**src/rtl/mem_bus_arbiter_if.sv**
```systemverilog
// Two-master memory bus bundle: master request/grant/read-return
// channels plus the shared memory-side strobe/address/data signals.
interface mem_bus_arbiter_if #(
   parameter int ADDR_W = 16,
   parameter int DATA_W = 8
);
   logic              m0_req;
   logic              m0_we;
   logic [ADDR_W-1:0] m0_addr;
   logic [DATA_W-1:0] m0_wdata;
   logic              m0_gnt;
   logic              m0_rvalid;
   logic [DATA_W-1:0] m0_rdata;

   logic              m1_req;
   logic              m1_we;
   logic [ADDR_W-1:0] m1_addr;
   logic [DATA_W-1:0] m1_wdata;
   logic              m1_gnt;
   logic              m1_rvalid;
   logic [DATA_W-1:0] m1_rdata;

   logic              mem_en;
   logic              mem_we;
   logic [ADDR_W-1:0] mem_addr;
   logic [DATA_W-1:0] mem_wdata;
   logic [DATA_W-1:0] mem_rdata;

   // Arbiter side
   modport slave (
      input  m0_req, m0_we, m0_addr, m0_wdata,
      output m0_gnt, m0_rvalid, m0_rdata,
      input  m1_req, m1_we, m1_addr, m1_wdata,
      output m1_gnt, m1_rvalid, m1_rdata,
      output mem_en, mem_we, mem_addr, mem_wdata,
      input  mem_rdata
   );

   // Environment side: requesting masters and the memory
   modport master (
      output m0_req, m0_we, m0_addr, m0_wdata,
      input  m0_gnt, m0_rvalid, m0_rdata,
      output m1_req, m1_we, m1_addr, m1_wdata,
      input  m1_gnt, m1_rvalid, m1_rdata,
      input  mem_en, mem_we, mem_addr, mem_wdata,
      output mem_rdata
   );
endinterface

```
**src/rtl/mem_bus_arbiter.sv**
```systemverilog
// Two-master single-port memory arbiter with registered grant/bus outputs.
// Define ARB_ROUND_ROBIN_EN for round-robin contention; default is m0 priority.
module mem_bus_arbiter #(
   parameter int ADDR_W = 16,
   parameter int DATA_W = 8
) (
   input logic               clk,
   input logic               reset,
   mem_bus_arbiter_if.slave  bus
);

   typedef enum logic [1:0] {
      S_IDLE = 2'd0,
      S_G0   = 2'd1,
      S_G1   = 2'd2
   } state_t;

   state_t            r_state;
   state_t            w_next;
   logic              w_elig0;
   logic              w_elig1;
   logic              w_win1;

   logic              w_gnt0;
   logic              w_gnt1;
   logic              w_mem_we;
   logic [ADDR_W-1:0] w_mem_addr;
   logic [DATA_W-1:0] w_mem_wdata;

   logic              r_gnt0;
   logic              r_gnt1;
   logic              r_mem_en;
   logic              r_mem_we;
   logic [ADDR_W-1:0] r_mem_addr;
   logic [DATA_W-1:0] r_mem_wdata;
   logic              r_rv0;
   logic              r_rv1;
   logic [DATA_W-1:0] r_rd0;
   logic [DATA_W-1:0] r_rd1;

`ifdef ARB_ROUND_ROBIN_EN
   // r_last = 1 means m1 won most recently
   logic r_last;

   assign w_win1 = ~r_last;

   // Remember the most recent winner so the other master wins next contention
   always_ff @(posedge clk or negedge reset) begin
      if (!reset) begin
         r_last <= 1'b1;
      end else if (w_next == S_G0) begin
         r_last <= 1'b0;
      end else if (w_next == S_G1) begin
         r_last <= 1'b1;
      end
   end
`else
   assign w_win1 = 1'b0;
`endif

   // State register
   always_ff @(posedge clk or negedge reset) begin
      if (!reset) begin
         r_state <= S_IDLE;
      end else begin
         r_state <= w_next;
      end
   end

   // Next state: a master being served this cycle may not be re-granted
   always_comb begin
      w_elig0 = bus.m0_req && (r_state != S_G0);
      w_elig1 = bus.m1_req && (r_state != S_G1);
      w_next  = S_IDLE;
      if (w_elig0 && w_elig1) begin
         w_next = w_win1 ? S_G1 : S_G0;
      end else if (w_elig0) begin
         w_next = S_G0;
      end else if (w_elig1) begin
         w_next = S_G1;
      end
   end

   // Output decode from the upcoming state; address/data hold when idle
   always_comb begin
      w_gnt0      = (w_next == S_G0);
      w_gnt1      = (w_next == S_G1);
      w_mem_we    = 1'b0;
      w_mem_addr  = r_mem_addr;
      w_mem_wdata = r_mem_wdata;
      unique case (1'b1)
         w_gnt0: begin
            w_mem_we    = bus.m0_we;
            w_mem_addr  = bus.m0_addr;
            w_mem_wdata = bus.m0_wdata;
         end
         w_gnt1: begin
            w_mem_we    = bus.m1_we;
            w_mem_addr  = bus.m1_addr;
            w_mem_wdata = bus.m1_wdata;
         end
         default: ;
      endcase
   end

   // Registered grant and memory-side outputs
   always_ff @(posedge clk or negedge reset) begin
      if (!reset) begin
         r_gnt0      <= 1'b0;
         r_gnt1      <= 1'b0;
         r_mem_en    <= 1'b0;
         r_mem_we    <= 1'b0;
         r_mem_addr  <= '0;
         r_mem_wdata <= '0;
      end else begin
         r_gnt0      <= w_gnt0;
         r_gnt1      <= w_gnt1;
         r_mem_en    <= w_gnt0 | w_gnt1;
         r_mem_we    <= w_mem_we;
         r_mem_addr  <= w_mem_addr;
         r_mem_wdata <= w_mem_wdata;
      end
   end

   // Read return: rvalid the cycle after a read grant, data held afterwards
   always_ff @(posedge clk or negedge reset) begin
      if (!reset) begin
         r_rv0 <= 1'b0;
         r_rv1 <= 1'b0;
         r_rd0 <= '0;
         r_rd1 <= '0;
      end else begin
         r_rv0 <= r_gnt0 & ~r_mem_we;
         r_rv1 <= r_gnt1 & ~r_mem_we;
         if (r_rv0) begin
            r_rd0 <= bus.mem_rdata;
         end
         if (r_rv1) begin
            r_rd1 <= bus.mem_rdata;
         end
      end
   end

   // Memory data arrives during the rvalid cycle; pass it straight through
   assign bus.m0_rdata  = r_rv0 ? bus.mem_rdata : r_rd0;
   assign bus.m1_rdata  = r_rv1 ? bus.mem_rdata : r_rd1;
   assign bus.m0_rvalid = r_rv0;
   assign bus.m1_rvalid = r_rv1;
   assign bus.m0_gnt    = r_gnt0;
   assign bus.m1_gnt    = r_gnt1;
   assign bus.mem_en    = r_mem_en;
   assign bus.mem_we    = r_mem_we;
   assign bus.mem_addr  = r_mem_addr;
   assign bus.mem_wdata = r_mem_wdata;

endmodule

```
**src/flat_wrapper.sv**
```systemverilog
// flat-port wrapper written by rule: the top's interface ports become plain ports
module mem_bus_arbiter_flat 
#(
   parameter int ADDR_W = 16,
   parameter int DATA_W = 8
)
  (clk, reset, bus_m0_req, bus_m0_we, bus_m0_addr, bus_m0_wdata, bus_m0_gnt, bus_m0_rvalid, bus_m0_rdata, bus_m1_req, bus_m1_we, bus_m1_addr, bus_m1_wdata, bus_m1_gnt, bus_m1_rvalid, bus_m1_rdata, bus_mem_en, bus_mem_we, bus_mem_addr, bus_mem_wdata, bus_mem_rdata);
  mem_bus_arbiter_if #(.ADDR_W(ADDR_W), .DATA_W(DATA_W)) bus_i ();
  input logic clk;
  input logic reset;
  input wire logic [$bits(bus_i.m0_req)-1:0] bus_m0_req;
  input wire logic [$bits(bus_i.m0_we)-1:0] bus_m0_we;
  input wire logic [$bits(bus_i.m0_addr)-1:0] bus_m0_addr;
  input wire logic [$bits(bus_i.m0_wdata)-1:0] bus_m0_wdata;
  output wire logic [$bits(bus_i.m0_gnt)-1:0] bus_m0_gnt;
  output wire logic [$bits(bus_i.m0_rvalid)-1:0] bus_m0_rvalid;
  output wire logic [$bits(bus_i.m0_rdata)-1:0] bus_m0_rdata;
  input wire logic [$bits(bus_i.m1_req)-1:0] bus_m1_req;
  input wire logic [$bits(bus_i.m1_we)-1:0] bus_m1_we;
  input wire logic [$bits(bus_i.m1_addr)-1:0] bus_m1_addr;
  input wire logic [$bits(bus_i.m1_wdata)-1:0] bus_m1_wdata;
  output wire logic [$bits(bus_i.m1_gnt)-1:0] bus_m1_gnt;
  output wire logic [$bits(bus_i.m1_rvalid)-1:0] bus_m1_rvalid;
  output wire logic [$bits(bus_i.m1_rdata)-1:0] bus_m1_rdata;
  output wire logic [$bits(bus_i.mem_en)-1:0] bus_mem_en;
  output wire logic [$bits(bus_i.mem_we)-1:0] bus_mem_we;
  output wire logic [$bits(bus_i.mem_addr)-1:0] bus_mem_addr;
  output wire logic [$bits(bus_i.mem_wdata)-1:0] bus_mem_wdata;
  input wire logic [$bits(bus_i.mem_rdata)-1:0] bus_mem_rdata;
  assign bus_i.m0_req = bus_m0_req;
  assign bus_i.m0_we = bus_m0_we;
  assign bus_i.m0_addr = bus_m0_addr;
  assign bus_i.m0_wdata = bus_m0_wdata;
  assign bus_m0_gnt = bus_i.m0_gnt;
  assign bus_m0_rvalid = bus_i.m0_rvalid;
  assign bus_m0_rdata = bus_i.m0_rdata;
  assign bus_i.m1_req = bus_m1_req;
  assign bus_i.m1_we = bus_m1_we;
  assign bus_i.m1_addr = bus_m1_addr;
  assign bus_i.m1_wdata = bus_m1_wdata;
  assign bus_m1_gnt = bus_i.m1_gnt;
  assign bus_m1_rvalid = bus_i.m1_rvalid;
  assign bus_m1_rdata = bus_i.m1_rdata;
  assign bus_mem_en = bus_i.mem_en;
  assign bus_mem_we = bus_i.mem_we;
  assign bus_mem_addr = bus_i.mem_addr;
  assign bus_mem_wdata = bus_i.mem_wdata;
  assign bus_i.mem_rdata = bus_mem_rdata;
  mem_bus_arbiter #(.ADDR_W(ADDR_W), .DATA_W(DATA_W)) u_core (.clk(clk), .reset(reset), .bus(bus_i));
endmodule
```
**config.mk**
```make
export PLATFORM = sky130hd
export DESIGN_NAME = mem_bus_arbiter_flat
export DESIGN_NICKNAME = d
export VERILOG_FILES = /design/src/rtl/mem_bus_arbiter_if.sv /design/src/rtl/mem_bus_arbiter.sv /design/src/flat_wrapper.sv
export SDC_FILE = /design/constraint.sdc
export NUM_CORES = 1
export LEC_CHECK = 0
export CORE_ASPECT_RATIO = 0.7
export CORE_UTILIZATION = 39
export CTS_BUF_LIST = sky130_fd_sc_hd__clkbuf_16
export DETAILED_ROUTE_END_ITERATION = 6
export PLACE_DENSITY = 0.89
export REMOVE_ABC_BUFFERS = 1
export SLEW_MARGIN = 10
export SYNTH_ARGS = -nofsm -noshare
export SYNTH_HDL_FRONTEND = slang
export SYNTH_SLANG_ARGS = --single-unit
```
**constraint.sdc**
```tcl
create_clock -name clk -period 1.7 [get_ports clk]
set_input_delay 0.17 -clock clk [delete_from_list [all_inputs] [get_ports clk]]
set_output_delay 0.17 -clock clk [all_outputs]
set_load 0.03 [all_outputs]
```
==> run summary <==
The logs give 1.53 ns for the worst path required time and 604 MHz for the highest achievable clock rate. The count of max-cap constraint violations is 0, and the leakage dissipation is 1.38 nW. The fraction of final layout cells with drive strength greater than 1 is 14.2%, and the headroom to the max-slew limit is 65.8%. After synthesis, the share of flip-flops with an asynchronous set or reset is 100%.

Summed over all layers, the global routing overflow is 0. On the final layout, the worst clock skew is 0.00383 ns. After detailed routing, the number of vias per cell comes to 5.40. The die boundary width is 87.5 µm, and the starting utilization of the core area is 41.1%. The area growth from synthesis to layout is 68.3%.

For the footprint of the multi-input gates, the log shows 754 µm². Input and output buffers added on the ports amount to 107. The clock insertion delay at the later pin of the skew report was 0.28 ns; the number of clock sinks was 46.

Grouping stages by cell kind, the critical path spends the most delay in buffers and inverters. After clock tree synthesis, the clock-pin slew on the worst setup and hold paths is 0.06 ns. In this run the worst hold path is classified as in2async. Total wirelength of the detailed-routed design: 5.59 mm. The share of the synthesized area in the top cell type works out to 57.7%. The worst path needs 1.66 ns of the cycle, external delays included. At the end of routability-driven placement, the weighted congestion stood at 0.714. STA classifies the critical path endpoint as an output pin. The total number of vias is 1,738. Prior to clock tree synthesis, the placed netlist has a worst setup slack of -0.00776 ns. The number of design-rule violations left by the first detailed-router iteration is 79.

The total setup buffers inserted after CTS is 0. TritonCTS built the clock tree. The via count of the first global-routing pass is 1,696.

The tools report the number of core rows as 21. The worst ir drop on vdd came out at 0.461 mV. Setup repair after global routing left no endpoint under its margin. Yosys attributes the largest share of cell area to sky130_fd_sc_hd__dfrtp_1 (58%), sky130_fd_sc_hd__a221o_1 (12%), sky130_fd_sc_hd__a32o_1 (11%).

The number of different library cells used by synthesis comes to 19. For the number of pins exceeding their max-slew limit in the final report, the log shows 0. 0 antenna diodes ended up in the layout. The H-tree was split into 2 levels. The wire-length estimate of the detail-placed layout is 4.13 mm.

The total die area came out at 5410 µm². sky130_fd_sc_hd__dfrtp_1 takes more of the synthesized area than any other cell. Count of nets after finishing: 315. Once detail routing completed, the nets flagged for antenna violations numbered 0. The post-synthesis sequential element count came out at 46. The master of the slowest instance on the critical path is sky130_fd_sc_hd__dfrtp_1.

The worst setup path is of the reg2out kind. A synthesized cell averages 14.2 µm². For this run, the total global-route usage over all layers was measured as 20.8%.

Buffers inserted during clock tree synthesis total 5. At the pin with the least slew margin, the transition time is 0.514 ns. For the number of warnings reported in the yosys synthesis log, the log shows 0.

Across the whole layout, storage elements account for 1150 µm². The cell count after synthesis came out at 141. The clock passes through at most 2 buffers. The first global-routing pass estimated 8.29 mm of wire.

The core region is 4860 µm². The first TritonRoute pass finished after 4 iterations. The portion of the post-synthesis area used by sequential elements was 57.7%; the mean routed wirelength per cell was 17.4 µm. Leading cell type by number of instances after synthesis: sky130_fd_sc_hd__dfrtp_1. The logs give 0 for the initial antenna violation count and 25 for the maximum number of pins on one net before global-route repair. The number of buffers and inverters on the critical path is 2.

For the worst setup path, the data arrival time is 1.49 ns. Of the available clock period, the critical path in the final layout requires 97.4%. The highest cell delay on the worst timing path was 0.37 ns.

Once routing completed, OpenROAD measured the worst setup slack at 0.0435 ns. The signal on the critical path passes through buf_12, mux2_2, dlygate4sd2_1. For the number of hold violations in the final report, the log shows 0. Along the worst path, the maximum fanout reaches 9.

The tree is rooted in a sky130_fd_sc_hd__clkbuf_16. The vertical die dimension is 61.9 µm, and the total standard cell area after synthesis is 2000 µm². The final setup violation count came out at 0.

The residual DRC count came out at 0. 108 I/O pins were placed. The filler cells instantiated in the layout total 358.

The flow ran to the end, and the final reports show no timing, DRC or antenna violations. Sorting the synthesized cells by how often they occur yields sky130_fd_sc_hd__dfrtp_1 (46), sky130_fd_sc_hd__a221o_1 (24), sky130_fd_sc_hd__a32o_1 (22). In the final timing run, aggregate negative setup slack is 0 ns. Dividing total power by cell area gives a power density of 1120 nW/µm².

STA classifies the critical path startpoint as a flop. In the synthesized netlist the dominant register cell turns out to be sky130_fd_sc_hd__dfrtp_1. Number of synthesized flops with an enable pin: 0.
final timing paths:
kind / slack (ns) / endpoint / cells past startpoint / from
worst max-delay path: 0.04 / bus_m0_rdata[5] / 3 / u_core.bus.m0_rvalid
worst min-delay path: 0.40 / u_core.bus.mem_addr[8] / 2 / reset
worst max register to register: 0.12 / u_core.bus.mem_wdata[1] / 4 / u_core.r_state[0]
worst min register to register: 0.44 / u_core.bus.m0_rvalid / 1 / u_core.bus.mem_we
max in group asynchronous: 0.79 / u_core.bus.m1_gnt / 3 / reset
min in group clk: 0.44 / u_core.bus.m0_rvalid / 1 / u_core.bus.mem_we
report_power, final:
| part | switching [W] | internal [W] |
|---|---|---|
| clock network | 0.000352 | 0.000525 |
| registers | 0.000122 | 0.00131 |
| logic | 0.000768 | 0.000683 |
cell usage in the layout (no fill, tap or decap):
cell                              synthesis  final
sky130_fd_sc_hd__or2b_1                   1      1
sky130_fd_sc_hd__nor3b_2                  0      1
sky130_fd_sc_hd__a221o_1                 24     24
sky130_fd_sc_hd__inv_1                    2      4
sky130_fd_sc_hd__o32ai_1                  2      2
sky130_fd_sc_hd__buf_2                    7      1
sky130_fd_sc_hd__buf_12                   0      6
sky130_fd_sc_hd__nor2b_1                  3      3
sky130_fd_sc_hd__nor2_1                   1      1
sky130_fd_sc_hd__buf_4                    0      6
sky130_fd_sc_hd__a32o_1                  22     22
sky130_fd_sc_hd__dlygate4sd2_1            0     12
sky130_fd_sc_hd__clkdlybuf4s15_1          0      4
sky130_fd_sc_hd__mux2_2                  16     16
sky130_fd_sc_hd__dfrtp_1                 46     46
sky130_fd_sc_hd__clkdlybuf4s50_1          0     90
sky130_fd_sc_hd__a22o_1                   2      2
sky130_fd_sc_hd__nand2b_1                 1      1
sky130_fd_sc_hd__and2b_1                  1      1
sky130_fd_sc_hd__clkbuf_16                0      5
sky130_fd_sc_hd__and2_1                   1      1
sky130_fd_sc_hd__dlygate4sd3_1            0      1
sky130_fd_sc_hd__a21oi_2                  1      1
sky130_fd_sc_hd__nand2_1                  2      2
final cells by class:
type | instances | share of cell area, %
Inverter | 2 | 0.224
Clock buffer | 5 | 3.73
Clock inverter | 2 | 0.224
Tap cell | 69 | 2.57
Sequential cell | 46 | 34.3
Multi-Input combinational cell | 78 | 22.5
Timing Repair Buffer | 120 | 36.5
per-stage QoR:
| stage | hold slack, ns | instances | utilization, % | total power, W | cell area (µm²) |
|---|---|---|---|---|---|
| CTS | 0.407 | 322 | 69.0 | 0.00378 | 3350 |
| finish | 0.397 | 322 | 69.1 | 0.00376 | 3360 |
| detailed placement | 0.173 | 314 | 66.5 | 0.00298 | 3230 |
| global placement | 0.162 | 314 | 66.5 | 0.00294 | 3230 |
| global route | 0.468 | 322 | 69.1 | 0.00393 | 3360 |
| floorplan | -0.126 | 126 | - | 0.00221 | 1910 |
state kept, by name, summed over array words and instances, names as in the netlist:
name / cells
u_core.bus.m0_rvalid: 1
u_core.bus.m1_gnt: 1
u_core.bus.m1_rvalid: 1
u_core.bus.mem_addr: 16
u_core.bus.mem_en: 1
u_core.bus.mem_wdata: 8
u_core.bus.mem_we: 1
u_core.r_rd0: 8
u_core.r_rd1: 8
u_core.r_state: 1
logic make-up (layout without fill, tap and decap cells):
| logic type | count (synthesis) | count (layout) | synth area share [%] |
|---|---|---|---|
| compound gates | 51 | 51 | 25.3 |
| buf+inv | 17 | 129 | 4.76 |
| flops | 46 | 46 | 57.7 |
| mux | 16 | 16 | 9.03 |
| simple gates | 11 | 11 | 3.26 |
routing by layer:
| metal | track usage, % | share of wire [%] | vias up | wire [µm] |
|---|---|---|---|---|
| li1 | - | - | 804 | - |
| met1 | 26.8 | 43 | 844 | 2380 |
| met2 | 34.6 | 49 | 82 | 2730 |
| met3 | 5.42 | 7.1 | 8 | 399 |
| met4 | 7.96 | 1.6 | 0 | 87 |
| met5 | 0 | 0 | - | 0 |
repair_timing:
action	in CTS	in global routing
resized for setup	16	4
hold endpoints to repair	22	0
setup endpoints to repair	16	4
hold buffers	1	0
worst register-to-register path, cell delays in order (launching register included):
cell                      delay [ns]
sky130_fd_sc_hd__dfrtp_1        0.46
sky130_fd_sc_hd__or2b_1         0.29
sky130_fd_sc_hd__a22o_1         0.20
sky130_fd_sc_hd__buf_4          0.19
sky130_fd_sc_hd__a221o_1        0.33
(Power assumes the default switching activity.)
==> patch 1 (same flow settings) <==
Build with the macro `ARB_ROUND_ROBIN_EN` defined.
--- a/src/rtl/mem_bus_arbiter.sv
+++ b/src/rtl/mem_bus_arbiter.sv
@@ -2,2 +2,4 @@
 // Define ARB_ROUND_ROBIN_EN for round-robin contention; default is m0 priority.
+`define ARB_ROUND_ROBIN_EN
+
 module mem_bus_arbiter #(
Check against the original RTL: not equivalent (Yosys sat finds a counterexample within 4 cycles, from zero or initial values and one cycle with reset low).
==> patch 1 against the original RTL <==
  * Global-route usage shrank 0.76 points
  * Synthesized area grew 3.1%
  * First-iteration DRC count shrank 65%
  * Count of clock-buffer cells in the layout is the same
  * Register-to-register slack lost 0.11 ns
  * Sequential cell count grew 3
  * Wire length shrank 1.2%
  * Critical path depth grew 4
  * Final area grew 5.8%
  * Critical endpoint is now u_core.bus.mem_addr[8]
  * Setup slack lost 0.038 ns
Power is not compared: it rests on default switching activity, and its combinational part moved more than twofold at a synthesized area within 25%.
==> patch 1: results (changes against the original RTL) <==
| Metric | Value |
|---|---|
| Run status | `completed (unchanged)` |
| CP max stage delay | `0.40 ns (was 0.37 ns)` |
| Antenna viol nets, final | `0 (unchanged)` |
| Placement Cell Area | `3243 sq um (was 3231 sq um)` |
| Fraction of layout cells with a size suffix above 1 | `0.1930 (was 0.1423)` |
| Met3 WL | `458 microns (was 399 microns)` |
| Largest register FFs | `16 (unchanged)` |
| Port Buffers | `107 (unchanged)` |
| DR pass1 iterations | `4 (unchanged)` |
| Post-CTS Repair Setup Buffers | `1 (was 0)` |
| Maximum vdd drop | `0.8189 mV` |
| DP HPWL | `3.777 mm (was 4.129 mm)` |
| Vias in the first global route | `1,803 (was 1,696)` |
| Worst Hold Class | `primary input to async pin (unchanged)` |
| Met1 WL | `2.324 mm (was 2.379 mm)` |
| Wire per inst | `15.62 microns (was 17.37 microns)` |
| Pin count of the biggest net entering global routing | `27 (was 25)` |
| Post-synth cell types | `20 (was 19)` |
| Pre-CTS WS | `-0.1643 ns (was -0.007757 ns)` |
| # resized after CTS | `22 (was 16)` |
| FFs w/ async S/R, synth | `1.000 (unchanged)` |
| Yosys warnings | `0 (unchanged)` |
| Commonest cells post-synth | `dfrtp_1, mux2i_1, nand2_1 (was dfrtp_1, a221o_1, a32o_1)` |
| Final GP Congestion | `0.7459 (was 0.7135)` |
| Vias post-DR | `1,684 (was 1,738)` |
| Antenna diodes | `0 (unchanged)` |
| Post-synthesis sequential area ratio | `0.5967 (was 0.5768)` |
| Syn Area/Cell | `12.54 sq um (was 14.15 sq um)` |
| Worst clock skew | `0.006027 ns (was 0.003828 ns)` |
| Clock latency on the worst-skew pair | `0.28 ns (about the same)` |
| Final Routed Wirelength | `5.528 mm (was 5.594 mm)` |
| FILL cells | `359 (was 358)` |
| DRT iter0 DRCs | `28 (was 79)` |
| Final nets | `348 (was 315)` |
| Top post-synthesis cells by area | `dfrtp_1, mux2i_1, mux2_2, o21ai_1, nand2_1 (was dfrtp_1, a221o_1, a32o_1, mux2_2, buf_2)` |
| Routed wl met2 | `2.731 mm (was 2.728 mm)` |
| Largest delay share family, worst path | `compound AO/OA/AOI/OAI gates (was buffers and inverters)` |
| Worst-path clk slew | `0.06 ns (about the same)` |
| Arrival time of the worst setup path | `1.85 ns (was 1.49 ns)` |
| Total track usage | `0.2003 (was 0.2079)` |
| Least-Margin Pin Slew | `0.6104 ns (was 0.5137 ns)` |
| First-pass GRT wire length | `8.404 mm (was 8.293 mm)` |
| Area grow syn2layout | `72.75% (was 68.28%)` |
| Max FO, Critical Path | `7 (was 9)` |
| Dpl cells | `337 (was 314)` |
| Hold-fix buffers at CTS | `1 (unchanged)` |
[patch 1: changes by cell type after synthesis, sizes merged, moves of 4 or more]
cell | unedited run | this run
a221o | 24 | 0
a32o | 22 | 0
buf | 10 | 6
mux2i | 0 | 25
nand2 | 2 | 24
o21ai | 0 | 26
[patch 1: final timing paths]
kind / from / end / slack (ns) / depth (start not counted)
worst max-delay path: u_core.r_state[1] / u_core.bus.mem_addr[8] / 0.006 / 7
worst min-delay path: reset / u_core.r_rd1[6] / 0.44 / 2
worst max register to register: u_core.r_state[1] / u_core.bus.mem_addr[8] / 0.006 / 7
worst min register to register: u_core.bus.mem_we / u_core.bus.m1_rvalid / 0.45 / 1
max in group asynchronous: reset / u_core.r_last / 0.64 / 3
min in group clk: u_core.bus.mem_we / u_core.bus.m1_rvalid / 0.45 / 1
[patch 1: cell type report]
| type | count | share of cell area |
|---|---|---|
| clock inverters | 3 | 0.003169 |
| repair buffers | 123 | 0.3651 |
| flip-flops and latches | 49 | 0.3454 |
| inverters | 2 | 0.002113 |
| well taps | 69 | 0.02430 |
| multi-input cells | 103 | 0.2246 |
| clock buffers | 5 | 0.03521 |
[patch 1: kinds of logic (layout without fill, tap and decap cells)]
logic type,after synthesis,count (layout),synth area share
flops,49,49,0.5967
mux,41,41,0.2092
compound gates,31,31,0.08090
simple gates,29,29,0.05778
buf+inv,12,133,0.04318
fa+ha+maj,2,2,0.01216
[patch 1: report_power, final]
part / internal (uW) / switching, uW
Combinational: 1660 / 2030
Clock: 529 / 389
Sequential: 1710 / 237
Total: 3900 / 2650
[patch 1: routing by layer]
metal,track usage,vias up
met5,0,-
met4,0.03024,0
met3,0.06341,3
met2,0.3538,65
met1,0.2422,814
li1,-,802
==> patch 2 (same settings) <==
Without the edit above. Encoding of `state_t`: now one-hot (3 bits for 3 states).
--- a/src/rtl/mem_bus_arbiter.sv
+++ b/src/rtl/mem_bus_arbiter.sv
@@ -11,6 +11,6 @@
 
-   typedef enum logic [1:0] {
-      S_IDLE = 2'd0,
-      S_G0   = 2'd1,
-      S_G1   = 2'd2
+   typedef enum logic [2:0] {
+      S_IDLE = 3'b001,
+      S_G0   = 3'b010,
+      S_G1   = 3'b100
    } state_t;
Behaviour: no difference found for any inputs over 10 cycles, from zero or initial values and one cycle with reset low; not proved beyond that.
==> patch 2 against the original RTL <==
  * Total power up 7.2%
  * Sequential cell count grew 2
  * Highest routed layer unchanged
  * Wire length fell by 7.5%
  * Sequential share of layout area grew 1.5 points
  * Final area grew 0.15%
  * Synthesized area decreased by 0.44%
  * Hold slack worse by 0.0080 ns
  * Setup slack improved by 0.0025 ns
  * Largest power group is now registers
==> patch 2: results (changes against the original RTL) <==
| Metric | Value |
|---|---|
| Run status | `completed (unchanged)` |
| Syn Area/Cell | `14.29 sq um (was 14.15 sq um)` |
| Clock root buffer | `clkbuf_16 (unchanged)` |
| Multi-In Gates | `77 (was 78)` |
| Met3 WL | `316 microns (was 399 microns)` |
| CP max stage delay | `0.37 ns (about the same)` |
| Post-synth cell types | `21 (was 19)` |
| Fraction of area in multi-input gates | `0.2039 (was 0.2247)` |
| Via-to-Cell Ratio | `5.071 (was 5.398)` |
| FILL cells | `376 (was 358)` |
| First-pass GRT wire length | `7.824 mm (was 8.293 mm)` |
| Final Routed Wirelength | `5.172 mm (was 5.594 mm)` |
| Top post-synthesis cells by area | `dfrtp_1, a221o_1, mux2_2, and3_1, a221o_2 (was dfrtp_1, a221o_1, a32o_1, mux2_2, buf_2)` |
| Commonest cells post-synth | `dfrtp_1, a221o_1, and3_1 (was dfrtp_1, a221o_1, a32o_1)` |
| Routing usage on met1 | `0.2596 (was 0.2676)` |
| Yosys warnings | `0 (unchanged)` |
| FFs w/ async S/R, synth | `1.000 (unchanged)` |
| # resized after CTS | `16 (unchanged)` |
| Combinational fraction of design power | `0.340 (was 0.386)` |
| Met1 WL | `2.305 mm (was 2.379 mm)` |
| Fraction of layout cells with a size suffix above 1 | `0.2392 (was 0.1423)` |
| Least-Margin Pin Slew | `0.4620 ns (was 0.5137 ns)` |
| Pre-CTS WS | `0.03020 ns (was -0.007757 ns)` |
| Vias post-DR | `1,643 (was 1,738)` |
| Placement Cell Area | `3209 sq um (was 3231 sq um)` |
| Inverters excl. clock | `1 (was 2)` |
| Worst clock skew | `0.006434 ns (was 0.003828 ns)` |
| Post-synthesis sequential area ratio | `0.6052 (was 0.5768)` |
| Total track usage | `0.1964 (was 0.2079)` |
| Maximum vdd drop | `0.5906 mV (was 0.4609 mV)` |
| Non-clock buffer share | `0.3568 (was 0.3651)` |
| Final nets | `317 (was 315)` |
| Synth Register Bits | `48 (was 46)` |
| Switch share | `0.2993 (was 0.3307)` |
| Final GP Congestion | `0.6985 (was 0.7135)` |
| Clk cell area share | `0.05506 (was 0.03949)` |
| DR pass1 iterations | `4 (unchanged)` |
| GRT met2 Usage | `0.3259 (was 0.3460)` |
| Biggest consumer | `registers (was combinational cells)` |
| Overall Power | `4027 uW (was 3759 uW)` |
| Pin count of the biggest net entering global routing | `22 (was 25)` |
| Met3 usage | `0.05284 (was 0.05416)` |
| Routed wl met2 | `2.515 mm (was 2.728 mm)` |
| Total leakage power | `0.001487 uW (was 0.001378 uW)` |
| DRT iter0 DRCs | `90 (was 79)` |
| CTS max path bufs | `2 (unchanged)` |
| Core area | `4835 sq um (was 4861 sq um)` |
| DP HPWL | `3.862 mm (was 4.129 mm)` |
| FF+latch area | `1202 sq um (was 1151 sq um)` |
| Clk pwr share | `0.304 (was 0.233)` |
| Clock latency on the worst-skew pair | `0.28 ns (about the same)` |
| Number of ordinary and repair buffers in the finished layout | `122 (was 120)` |
| Power density cells | `1198 nW/um^2 (was 1119 nW/um^2)` |
| Highest layer used for signal routing | `met4 (unchanged)` |
patch 2: worst paths after layout:
kind | end | slack [ns] | cells after the start | start
max in group asynchronous | u_core.r_state[0] | 0.66 | 3 | reset
worst max-delay path | bus_m1_rdata[6] | 0.05 | 3 | u_core.bus.m1_rvalid
worst max register to register | u_core.bus.mem_addr[15] | 0.10 | 5 | u_core.r_state[0]
worst min-delay path | u_core.bus.mem_addr[9] | 0.39 | 2 | reset
worst min register to register | u_core.bus.m1_rvalid | 0.45 | 1 | u_core.bus.mem_we
min in group clk | u_core.bus.m1_rvalid | 0.45 | 1 | u_core.bus.mem_we
patch 2: logic make-up (layout without fill, tap and decap cells):
group / count (synthesis) / count (layout) / synth area share
muxes: 16 / 16 / 0.09068
and+or+nand+nor: 32 / 32 / 0.1020
AOI/OAI and AO/OA: 29 / 29 / 0.1511
DFF: 48 / 48 / 0.6052
buffers and inverters: 14 / 130 / 0.05100
